--- config.mk ---
export PLATFORM = sky130hd
export DESIGN_NAME = booth4_iter_mult
export DESIGN_NICKNAME = d
export VERILOG_FILES = /design/src/rtl/booth4_pkg.sv /design/src/rtl/booth4_pp_gen.sv /design/src/rtl/booth4_iter_mult.sv
export SDC_FILE = /design/constraint.sdc
export NUM_CORES = 1
export LEC_CHECK = 0
export CORE_ASPECT_RATIO = 0.5
export CORE_MARGIN = 2
export CORE_UTILIZATION = 45
export CTS_BUF_LIST = sky130_fd_sc_hd__clkbuf_8
export CTS_CLUSTER_DIAMETER = 100
export DETAILED_ROUTE_END_ITERATION = 8
export PLACE_DENSITY_LB_ADDON = 0.05
export SLEW_MARGIN = 5
export SYNTH_ARGS = -nofsm -noshare
export SYNTH_HDL_FRONTEND = slang
export SYNTH_SLANG_ARGS = --single-unit
--- constraint.sdc ---
create_clock -name sys_clk -period 12.96 [get_ports sys_clk]
set_input_delay 1.944 -clock sys_clk [delete_from_list [all_inputs] [get_ports sys_clk]]
set_output_delay 1.944 -clock sys_clk [all_outputs]
set_load 0.005 [all_outputs]
--- src/rtl/booth4_pkg.sv ---
// Shared definitions for the iterative radix-4 Booth multiplier: digit codes,
// FSM state encoding and the digit-count helper.
package booth4_pkg;

    localparam logic [2:0] BOOTH_ZERO = 3'd0;
    localparam logic [2:0] BOOTH_POS1 = 3'd1;
    localparam logic [2:0] BOOTH_POS2 = 3'd2;
    localparam logic [2:0] BOOTH_NEG1 = 3'd3;
    localparam logic [2:0] BOOTH_NEG2 = 3'd4;

    localparam logic [1:0] ST_IDLE = 2'd0;
    localparam logic [1:0] ST_BUSY = 2'd1;
    localparam logic [1:0] ST_DONE = 2'd2;

    // One extra digit covers the two guard bits of the extended multiplier.
    function automatic int booth_digits(input int width);
        return (width / 2) + 1;
    endfunction

    function automatic logic [2:0] booth_encode(input logic [2:0] triplet);
        logic [2:0] code;
        case (triplet)
            3'b000:  code = BOOTH_ZERO;
            3'b001:  code = BOOTH_POS1;
            3'b010:  code = BOOTH_POS1;
            3'b011:  code = BOOTH_POS2;
            3'b100:  code = BOOTH_NEG2;
            3'b101:  code = BOOTH_NEG1;
            3'b110:  code = BOOTH_NEG1;
            3'b111:  code = BOOTH_ZERO;
            default: code = BOOTH_ZERO;
        endcase
        return code;
    endfunction

endpackage

--- src/rtl/booth4_pp_gen.sv ---
// Combinational Booth partial-product generator: maps a digit code and the
// extended multiplicand to a WIDTH+2-bit two's-complement partial product.
module booth4_pp_gen
    import booth4_pkg::*;
#(
    parameter int WIDTH = 16
) (
    input  logic [2:0]       i_code,
    input  logic [WIDTH+1:0] i_a_ext,
    output logic [WIDTH+1:0] o_pp
);

    localparam logic [WIDTH+1:0] PP_ZERO = {(WIDTH + 2){1'b0}};
    localparam logic [WIDTH+1:0] PP_ONE  = {{(WIDTH + 1){1'b0}}, 1'b1};

    logic [WIDTH+1:0] w_a2;

    assign w_a2 = {i_a_ext[WIDTH:0], 1'b0};

    // Digit select; negation via invert-plus-one keeps the most negative operand exact.
    always_comb begin
        o_pp = PP_ZERO;
        case (i_code)
            BOOTH_ZERO: o_pp = PP_ZERO;
            BOOTH_POS1: o_pp = i_a_ext;
            BOOTH_POS2: o_pp = w_a2;
            BOOTH_NEG1: o_pp = ~i_a_ext + PP_ONE;
            BOOTH_NEG2: o_pp = ~w_a2 + PP_ONE;
            default:    o_pp = PP_ZERO;
        endcase
    end

endmodule

--- src/rtl/booth4_iter_mult.sv ---
// Iterative radix-4 Booth multiplier: one digit per clock into a single
// accumulator, valid/ready handshakes on operand and product sides.
module booth4_iter_mult
    import booth4_pkg::*;
#(
    parameter int WIDTH = 16
) (
    input  logic                 sys_clk,
    input  logic                 sys_rst,
    input  logic                 in_valid,
    output logic                 in_ready,
    input  logic                 is_signed,
    input  logic [WIDTH-1:0]     A,
    input  logic [WIDTH-1:0]     B,
    output logic                 out_valid,
    input  logic                 out_ready,
    output logic [2*WIDTH-1:0]   prod,
    output logic                 busy
);

    localparam int K  = booth_digits(WIDTH);
    localparam int CW = $clog2(K) + 1;
    localparam int PW = 2 * WIDTH;
    localparam logic [CW-1:0] CNT_LAST = CW'(K - 1);
    localparam logic [CW-1:0] CNT_ONE  = CW'(1);

    logic [1:0]       r_state;
    logic [WIDTH+1:0] r_a;
    logic [WIDTH+2:0] r_b;
    logic [PW-1:0]    r_acc;
    logic [CW-1:0]    r_cnt;
    logic             r_out_valid;

    logic [WIDTH+1:0] w_a_ext;
    logic [WIDTH+1:0] w_b_ext;
    logic [2:0]       w_code;
    logic [WIDTH+1:0] w_pp;
    logic [PW-1:0]    w_pp_wide;
    logic [CW:0]      w_shamt;
    logic [PW-1:0]    w_addend;

    assign w_a_ext = is_signed ? {{2{A[WIDTH-1]}}, A} : {2'b00, A};
    assign w_b_ext = is_signed ? {{2{B[WIDTH-1]}}, B} : {2'b00, B};

    // r_b is shifted down two bits per digit, so the current triplet is always r_b[2:0].
    assign w_code    = booth_encode(r_b[2:0]);
    assign w_pp_wide = {{(PW - WIDTH - 2){w_pp[WIDTH+1]}}, w_pp};
    assign w_shamt   = {r_cnt, 1'b0};
    assign w_addend  = w_pp_wide << w_shamt;

    booth4_pp_gen #(.WIDTH(WIDTH)) u_pp_gen (
        .i_code  (w_code),
        .i_a_ext (r_a),
        .o_pp    (w_pp)
    );

    assign in_ready  = (r_state == ST_IDLE);
    assign busy      = (r_state == ST_BUSY);
    assign out_valid = r_out_valid;
    assign prod      = r_acc;

    // Control FSM, digit counter and shifted accumulation.
    always_ff @(posedge sys_clk) begin
        if (sys_rst) begin
            r_state     <= ST_IDLE;
            r_a         <= {(WIDTH + 2){1'b0}};
            r_b         <= {(WIDTH + 3){1'b0}};
            r_acc       <= {PW{1'b0}};
            r_cnt       <= {CW{1'b0}};
            r_out_valid <= 1'b0;
        end else begin
            case (r_state)
                ST_IDLE: begin
                    if (in_valid) begin
                        r_a     <= w_a_ext;
                        r_b     <= {w_b_ext, 1'b0};
                        r_acc   <= {PW{1'b0}};
                        r_cnt   <= {CW{1'b0}};
                        r_state <= ST_BUSY;
                    end
                end
                ST_BUSY: begin
                    r_acc <= r_acc + w_addend;
                    r_cnt <= r_cnt + CNT_ONE;
                    r_b   <= {2'b00, r_b[WIDTH+2:2]};
                    if (r_cnt == CNT_LAST) begin
                        r_state     <= ST_DONE;
                        r_out_valid <= 1'b1;
                    end
                end
                ST_DONE: begin
                    if (out_ready) begin
                        r_state     <= ST_IDLE;
                        r_out_valid <= 1'b0;
                    end
                end
                default: begin
                    r_state     <= ST_IDLE;
                    r_out_valid <= 1'b0;
                end
            endcase
        end
    end

endmodule

# Word-level counts from Yosys, hierarchy flattened

Memory sizes are Yosys's and may differ from the RTL's. A register that Yosys moved wholly into a read port is not among the register bits.
Index checks and enable logic that the tools add are counted.

Word-level logic and storage cells: 49
Memories kept: 1
Register bits after elaboration: 77
ROM bits: 24
Latch bits: 0
Input bits: 37
Memory bits (writable): 0

$mul: 0
Add/sub/neg operators: 4
Magnitude comparators: 0
Reductions and logical operators: 6
Bitwise gates (word level): 3
Div/mod/pow operators: 0
Shift-type cells: 1
Equal/unequal tests: 10
Multiplexer cells: 18

Memories:

| name             | words | width | read ports | clocked after Yosys merged registers in | write ports | RTL line         | text |
|---|---|---|---|---|---|---|---|
| (name not given) | 8     | 3     | 1          | 1                                       | 0           | booth4_pkg.sv:22 | `case (triplet)` |

Operators by type and width:

| cell                                                 | number |
|---|---|
| one-hot mux 18 bit (4 select lines)                  | 1 |
| one-hot mux 32 bit (2 select lines)                  | 1 |
| one-hot mux 19 bit (2 select lines)                  | 1 |
| adder 18 x 1 -> 18 bit (second input constant)       | 2 |
| two-way mux 18 bit                                   | 2 |
| inverter 18 bit                                      | 2 |
| adder 32 bit                                         | 1 |
| two-way mux 32 bit                                   | 1 |
| << shifter 32 x 6 -> 32 bit                          | 1 |
| two-way mux 19 bit                                   | 1 |
| one-hot mux 5 bit (2 select lines)                   | 1 |
| equality test 3 x 2 -> 1 bit (second input constant) | 2 |
| two-way mux 2 bit                                    | 3 |
| two-way mux 3 bit                                    | 2 |
| one-hot mux 2 bit (3 select lines)                   | 1 |
| AND reduction 3 bit                                  | 2 |
| adder 5 x 1 -> 5 bit (second input constant)         | 1 |
| equality test 5 x 4 -> 1 bit (second input constant) | 1 |
| two-way mux 5 bit                                    | 1 |
| inequality test 2 bit (second input constant)        | 2 |
| AND reduction 2 bit                                  | 2 |
| equality test 3 x 1 -> 1 bit (second input constant) | 1 |
| equality test 3 bit (second input constant)          | 1 |
| one-hot mux 1 bit (3 select lines)                   | 1 |
| 7 further kinds                                      | 8 |

# Longest topological paths before layout

Word-level depth: 6
Mapped depth: 25
Mapped depth without buffers: 23

# Modules after synthesis

Synthesis repeated with hierarchy kept, for this count alone.

Cell total of the unflattened synthesis: 839
Area, all modules: 6142.1 µm²

By module, submodules not included:

| module           | area each (µm²) | cells each | instances | sequential area each (µm²) |
|---|---|---|---|---|
| booth4_iter_mult | 5292.6          | 703        | 1         | 1561.5 |
| booth4_pp_gen    | 849.6           | 136        | 1         | 0.0 |

# Least setup slack after synthesis

Ideal clock, no wire load.

Path kind: register to register
From: register r_a[3]
To: register r_acc[31], in the netlist prod[31]
Path slack: 8132 ps
Arrival time: 4754 ps
Setup time: 74 ps
Stages on the path, launching flop included: 23
Required time: 12886 ps
Cell sequence: dfxtp_1 -> buf_6 -> nor4_2 -> nand3_1 -> or3_1 -> o21ai_0 -> a22oi_1 -> o22a_1 -> mux2_2 -> mux2i_1 -> mux2i_1 -> nor2_1 -> ha_1 -> and3_1 -> a221o_1 -> a21oi_1 -> o21ai_0 -> o211ai_1 -> a31oi_1 -> a211oi_1 -> xor2_1 -> or3_1 -> a31oi_1

Longest elaborated chain between the ends: 6
Elaborated cells on any way between the ends: 8
Those cells by class: add/sub: 3; shift: 1; mux: 2; bitwise: 2

Ends and longest elaborated chain:

| item                                      | RTL line                                 | text |
|---|---|---|
| start, declared                           | booth4_iter_mult.sv:28                   | `logic [WIDTH+1:0] r_a;` |
| start signal, assigned                    | booth4_iter_mult.sv:66                   | `r_a <= {(WIDTH + 2){1'b0}};` |
| start signal, assigned                    | booth4_iter_mult.sv:75                   | `r_a <= w_a_ext;` |
| inverter 18 bit (on tied branches)        | booth4_pp_gen.sv:28, booth4_pp_gen.sv:27 |  |
| adder 18 x 1 -> 18 bit (on tied branches) | booth4_pp_gen.sv:28, booth4_pp_gen.sv:27 |  |
| one-hot mux 18 bit (4 select lines) (*)   | booth4_pp_gen.sv:23                      | `case (i_code)` |
| << shifter 32 x 6 -> 32 bit (*)           | booth4_iter_mult.sv:49                   | `assign w_addend = w_pp_wide << w_shamt;` |
| adder 32 bit (*)                          | booth4_iter_mult.sv:83                   | `r_acc <= r_acc + w_addend;` |
| one-hot mux 32 bit (2 select lines) (*)   | booth4_iter_mult.sv:72                   | `case (r_state)` |
| end signal, assigned                      | booth4_iter_mult.sv:68                   | `r_acc <= {PW{1'b0}};` |
| end signal, assigned                      | booth4_iter_mult.sv:77                   | `r_acc <= {PW{1'b0}};` |
| end signal, assigned                      | booth4_iter_mult.sv:83                   |  |
| end, declared                             | booth4_iter_mult.sv:30                   | `logic [PW-1:0] r_acc;` |

Every way passes the cells marked *; elsewhere a longest branch is shown, timed or not.
A chain may end at the register's enable or synchronous reset.

# Worst setup path in the final report

From: register r_a[0]
To: register r_acc[31], in the netlist prod[31]

Longest elaborated chain between the ends: 6
Elaborated cells on any way between the ends: 8
Those cells by class: add/sub: 3; shift: 1; mux: 2; bitwise: 2

Ends and longest elaborated chain:

| item                                      | RTL line |
|---|---|
| inverter 18 bit (on tied branches)        | booth4_pp_gen.sv:27, booth4_pp_gen.sv:28 |
| adder 18 x 1 -> 18 bit (on tied branches) | booth4_pp_gen.sv:27, booth4_pp_gen.sv:28 |
| one-hot mux 18 bit (4 select lines) (*)   | booth4_pp_gen.sv:23 |
| << shifter 32 x 6 -> 32 bit (*)           | booth4_iter_mult.sv:49 |
| adder 32 bit (*)                          | booth4_iter_mult.sv:83 |
| one-hot mux 32 bit (2 select lines) (*)   | booth4_iter_mult.sv:72 |

Marked as above.

==> results.sh <==
export IMPL_status="complete, no violations"
export IMPL_first_global_vias=5821
export IMPL_hold_end="r_b[10]"
export IMPL_hold_path_cell_count=2
export IMPL_post_route_util=0.531
export IMPL_fin_cells=1087
export IMPL_worstSetupPathType="reg2reg"
export IMPL_rr_worst_depth=22
export IMPL_nets=963
export IMPL_ys_seq_area_frac=0.248
export IMPL_max_clock_path_buffers=2
export IMPL_cts_setup_buffers=0
export IMPL_reg2reg_to="prod[31]"
export IMPL_fp_row_count=30
export IMPL_tightest_slew_ns=1.12
export IMPL_slew_viol_final=0
export IMPL_avgSynthCellArea_um2=7.29
export IMPL_timing_rr_start="r_a[0]"
export IMPL_cpPeakStageDelay_ns=0.69
export IMPL_wire_per_inst_um=17.8
export IMPL_synth_ff_type="dfxtp_1"
export IMPL_grt_pass1_wl_um=31000
export IMPL_clock_latency_ns=0.37
export IMPL_setup_violations=0
export IMPL_synthMuxAreaShare=0.0457
export IMPL_worstHoldStart="r_b[10]"
export IMPL_crit_fanout=11
export IMPL_cp_data_arrival_time_ns=6.14
export IMPL_htreeDepth=3
export IMPL_dp_hpwl_um=13600
export IMPL_ys_ff_latch=78
export IMPL_pin_count=72
export IMPL_synth_top_family_by_area="compound AO/OA/AOI/OAI gates"
export IMPL_skew_ns=0.0165
export IMPL_initial_utilization=0.463
export IMPL_cts_buffers=9
export IMPL_area_growth_pct=14.7
export IMPL_coreArea_um2=13600
export IMPL_synth_cell_types=67
export IMPL_tns_ns=0
export IMPL_drcViolationCount=0
export IMPL_crit_path_start_kind="flip-flop"
export IMPL_cts_root_buf="clkbuf_8"
export IMPL_cts_resized=0
export IMPL_synth_adder_area_share=0.0726
export IMPL_cts_tree="built"
export IMPL_grtUsageMet2=0.383
export IMPL_ir_worst_vdd_uv=48.2
export IMPL_firstDrtPassIters=5
export IMPL_max_freq_ghz=0.171
export IMPL_synth_cells=865
export IMPL_syn_nets=938
export IMPL_critPathCaptureType="flip-flop"
export IMPL_cp_required_ns=13.25
export IMPL_vias_per_cell=5.93
export IMPL_post_route_period_util=0.452
export IMPL_synth_edff_count=0
export IMPL_ctsHoldBuffers=0
export IMPL_hp_class="reg2reg"
export IMPL_drtIter0Drc=654
export IMPL_syn_area_um2=6300
export IMPL_die_area_um2=15000
export IMPL_place_congestion=0.964
export IMPL_clk_pin_slew_ns=0.10
export IMPL_antenna_found_initial=0
export IMPL_num_vias=6448
export IMPL_period_needed_ns=5.85
export IMPL_r2r_slack_ns=7.11
export IMPL_clkSinkCount=78
export IMPL_synth_compound_area_share=0.286
export IMPL_die_w_um=171
export IMPL_routed_wl_um=19300
export IMPL_met1_usage=0.398
export IMPL_fp_dieH_um=87.7
export IMPL_ant_nets=0
export IMPL_fillers=1399
export IMPL_grt_busiest_layer="met1"
export IMPL_power_total_mw=0.780
export IMPL_drive_gt1_frac=0.0592
export IMPL_post_place_cells=1071
export IMPL_relSlewSlack=0.244
export IMPL_slowest_stage="a222oi_1"
export IMPL_port_buffers=71
export IMPL_p_per_area_nw_per_um2=108
export IMPL_grtUsageTotal=0.261
export IMPL_drv_cap=0
export IMPL_yosys_warnings=0
export IMPL_grt_max_degree=73
export IMPL_rsz0062_at_grt="false"
export IMPL_async_reset_ff_frac=0
export IMPL_leakage_nw=2.91
export IMPL_antenna_diode_count=0
export IMPL_path_cells="inv_1 > ha_1 > inv_1 > or4_4 > xor2_1 > a222oi_1 > nand2_1 > nand2_1 > a21oi_1 > mux2i_1 > nor2_1 > ha_1 > and3_1 > a221o_1 > a21oi_1 > o21ai_0 > o211ai_1 > a31oi_1 > a211oi_1 > xor2_1 > or3_1 > a31oi_1"
export IMPL_global_route_usage_met3=0.0425
export IMPL_synth_xor_xnor_area_share=0.0570
export IMPL_yosys_area_share_simple=0.239
export IMPL_hold_viol=0
export IMPL_grt_overflow_total=0
synth_stat cells, types with 6 or more instances:
library cell / n / area share
mux2i_1: 16 / 0.025
a22oi_1: 33 / 0.039
nor4_1: 8 / 0.0079
o22ai_1: 8 / 0.0079
a211oi_1: 12 / 0.014
o21ai_0: 44 / 0.035
nor2b_1: 9 / 0.0089
clkbuf_1: 48 / 0.029
nand4_1: 7 / 0.0069
a21o_1: 18 / 0.021
ha_1: 35 / 0.069
nor2_1: 92 / 0.055
nand2_1: 106 / 0.063
nand2b_1: 11 / 0.011
a21oi_1: 89 / 0.071
xnor2_1: 26 / 0.036
a31oi_1: 8 / 0.0079
xor2_1: 15 / 0.021
a22o_1: 6 / 0.0083
or2_2: 11 / 0.011
o21a_1: 8 / 0.0095
buf_1: 8 / 0.0048
nor3_1: 16 / 0.013
nand3_1: 32 / 0.025
inv_1: 18 / 0.011
or3_1: 12 / 0.012
mux2_2: 6 / 0.011
dfxtp_1: 78 / 0.25
logic make-up (layout without fill, tap and decap cells):
| family | after synthesis | after routing |
|---|---|---|
| and+or+nand+nor | 325 | 325 |
| AOI/OAI and AO/OA | 279 | 279 |
| buffers and inverters | 81 | 111 |
| DFF | 78 | 78 |
| xor gates and xnor gates | 41 | 41 |
| adders and majority gates | 36 | 36 |
| muxes | 25 | 25 |
flip-flops by register name, summed over array words and instances (netlist names):
name       flops
r_cnt          5
r_state        2
prod          32
r_a           17
r_b           18
w_code         3
out_valid      1
power by group:
group          leakage [nW]  total, mW  internal, mW  switching, mW
clock                0.0867      0.183        0.0735          0.110
sequential            0.636      0.284         0.257         0.0272
combinational          2.18      0.314         0.128          0.186
total                  2.91      0.780         0.458          0.323
placed cells by master, fill, tap and decap left out, drive strengths merged, types with 4 or more instances in the layout:
cell type,instances
nand2,106
nor2,92
a21oi,89
dfxtp,78
clkdlybuf4s50,70
o21ai,46
ha,35
a22oi,33
nand3,32
xnor2,26
inv,20
a21o,18
nor3,16
mux2i,16
xor2,15
or3,12
a211oi,12
nand2b,11
or2,11
nor2b,9
clkbuf,9
nor4,9
o22ai,8
o21a,8
a31oi,8
nand4,7
mux2,7
a22o,6
o31ai,5
o22a,5
o211ai,5
and3,5
buf,5
or4,5
a211o,4
o41ai,4
nor3b,4
o2111ai,4
o21bai,4
clkinv,4
critical path: cells and delay by family, from the launching register on:
family,cells,cell delay (ns)
AO/OA/AOI/OAI,9,2.39
AND/OR/NAND/NOR,6,1.37
adder cells (fa/ha/maj),2,0.72
flip-flops,1,0.40
multiplexers,1,0.33
buffers and inverters,2,0.27
XOR/XNOR,2,0.27
cell type report:
cell class	count	area [um^2]	area share
clock buffer	9	124	0.0171
sequential	78	1560	0.216
inverter	20	75.1	0.0104
multi-input combinational	706	4430	0.612
clock inverter	7	67.6	0.00934
tap	192	240	0.0332
timing repair buffer	75	736	0.102
through the flow:
step                hold WS, ns  setup WS, ns  cell area [um^2]
floorplan                 0.437          8.13              6300
global placement          0.443          7.29              7040
detailed placement        0.450          7.19              7040
CTS                       0.464          7.17              7230
global route              0.491          6.55              7230
finish                    0.459          7.11              7230
metal layers:
layer	vias to the layer above	wire, um
li1	3183	-
met3	20	1300
met5	-	0
met2	225	7820
met4	0	233
met1	3020	9960
worst max-delay path by stage:
stage / startpoint / depth (start not counted) / end
finish: r_a[0] / 22 / prod[31]
global route: r_a[2] / 21 / prod[30]
CTS: r_a[2] / 21 / prod[31]
detailed placement: r_a[0] / 22 / prod[31]
global placement: r_a[0] / 22 / prod[31]
floorplan: r_a[3] / 22 / prod[31]
No activity file was read; power rests on OpenSTA's default activity.
==> RTL edit: new RTL, same flow settings <==
`WIDTH` is set to 16 in 2 places; all go to 8.
--- a/src/rtl/booth4_pp_gen.sv
+++ b/src/rtl/booth4_pp_gen.sv
@@ -3,7 +3,7 @@
 module booth4_pp_gen
     import booth4_pkg::*;
 #(
-    parameter int WIDTH = 16
+    parameter int WIDTH = 8
 ) (
     input  logic [2:0]       i_code,
     input  logic [WIDTH+1:0] i_a_ext,
--- a/src/rtl/booth4_iter_mult.sv
+++ b/src/rtl/booth4_iter_mult.sv
@@ -3,7 +3,7 @@
 module booth4_iter_mult
     import booth4_pkg::*;
 #(
-    parameter int WIDTH = 16
+    parameter int WIDTH = 8
 ) (
     input  logic                 sys_clk,
     input  logic                 sys_rst,
Ports: changed (resized A, B and prod); port bits go from 72 to 40. The function was not compared with the original's and may differ.
==> RTL edit against the unedited design <==
  * Count of clock-buffer cells in the layout is 4 lower
  * Worst hold slack better by 0.016 ns
  * Utilization is 1.0 points lower
  * Total power is 49% lower
  * Routed wire length is 52% lower
  * Design area is 47% lower
  * Via count is 50% lower
  * Sequential cell count is 33 lower
  * Worst setup slack better by 1.4 ns
  * Sequential power is 42% lower
  * Area after synthesis is 46% lower
  * Critical endpoint is now prod[15]
  * Largest cell class unchanged
==> RTL edit: results <==
metrics = {
    "finish": {
        "buf_share": 0.106,
        "seq_cells": 45,
        "largest_reg_flops": 16,
        "buffers_excl_clock": 41,
        "drive_gt1_frac": 0.0542,
        "multi_input_area_share": 0.589,
        "finalNetCount": 501,
        "clk_share": 0.0236,
        "fillers": 721,
    },
    "placed_design": {
        "numPortBuffers": 39,
        "place_area_um2": 3720,
        "hpwl_um": 6660,
    },
    "run_status": {
        "outcome": "completed",
    },
    "yosys": {
        "ys_types": 66,
        "synth_area_leaders": "dfxtp_1 27%, nand2_1 7.2%, ha_1 7.0%",
        "netlist_top_cells_count": "65 x nand2_1, 47 x a21oi_1, 45 x dfxtp_1, 38 x nor2_1, 21 x nand3_1",
        "syn_inst": 441,
        "syn_area_um2": 3390,
    },
    "route": {
        "routedWlPerCell_um": 16.7,
        "drt_first_iter_violations": 269,
        "dr_total_vias": 3244,
    },
    "cts": {
        "insertion_delay_ns": 0.30,
        "cts_max_level": 2,
        "cts-buffers-inserted": 5,
    },
    "pwr": {
        "powerSeq_w": 0.000166,
        "intPower_w": 0.000246,
        "ir_drop_mv": 0.0457,
        "p_leak_nw": 1.55,
        "clkPwrFrac": 0.230,
    },
    "timing": {
        "tightest_slew_ns": 1.03,
        "fin_skew_ns": 0.00356,
    },
    "global_routing": {
        "grt_pass1_wl_um": 15700,
        "grt_max_degree": 44,
        "track_usage": 0.235,
    },
    "setup_path": {
        "crit_path_max_fanout": 17,
        "cp_slowest_cell": "dfxtp_1",
        "slowest_delay_ns": 0.72,
    },
}
## RTL edit: cell count changes after synthesis, sizes merged, moves of 16 or more
cell | before | now
a21oi | 89 | 48
nor2 | 92 | 38
clkbuf | 48 | 24
o21ai | 46 | 16
nand2 | 106 | 65
a22oi | 33 | 6
ha | 35 | 19
xnor2 | 26 | 10
dfxtp | 78 | 45
## RTL edit: final timing paths
kind / slack (ns) / endpoint / start
setup / recovery: 8.49 / prod[15] / w_code[0]
hold / removal: 0.47 / r_b[6] / r_b[6]
setup reg to reg: 8.49 / prod[15] / w_code[0]
hold reg to reg: 0.47 / r_b[6] / r_b[6]
## RTL edit: routing by layer
layer  track usage  wire length [um]  share of wire  vias up
met2         0.372              3800           0.41       91
li1              -                 -              -     1621
met3        0.0423               442          0.048        8
met1         0.339              5010           0.54     1524
met4        0.0412                54         0.0058        0
met5             0                 0              0        -
## RTL edit: worst min-delay path: stages (launching register included)
cell and delay (ns):
dfxtp_1 0.32, nand2_1 0.05, a21oi_1 0.06
## RTL edit: cells by family (layout without fill, tap and decap cells)
family	after synthesis	count (layout)	share of synthesized area
AND/OR/NAND/NOR	173	173	0.242
XOR/XNOR	20	20	0.0517
adder cells (fa/ha/maj)	20	20	0.0761
flip-flops	45	45	0.266
buffers and inverters	42	62	0.0716
AO/OA/AOI/OAI	129	129	0.257
multiplexers	12	12	0.0362
## RTL edit: per-stage QoR
step | hold WS, ns | power, W | util | worst slack, ns
detailed placement | 0.457 | 0.000307 | 0.508 | 8.49
finish | 0.475 | 0.000400 | 0.520 | 8.49
CTS | 0.470 | 0.000401 | 0.520 | 8.60
global route | 0.502 | 0.000426 | 0.520 | 8.09
global placement | 0.450 | 0.000306 | 0.508 | 8.60
floorplan | 0.437 | 0.000271 | - | 9.12
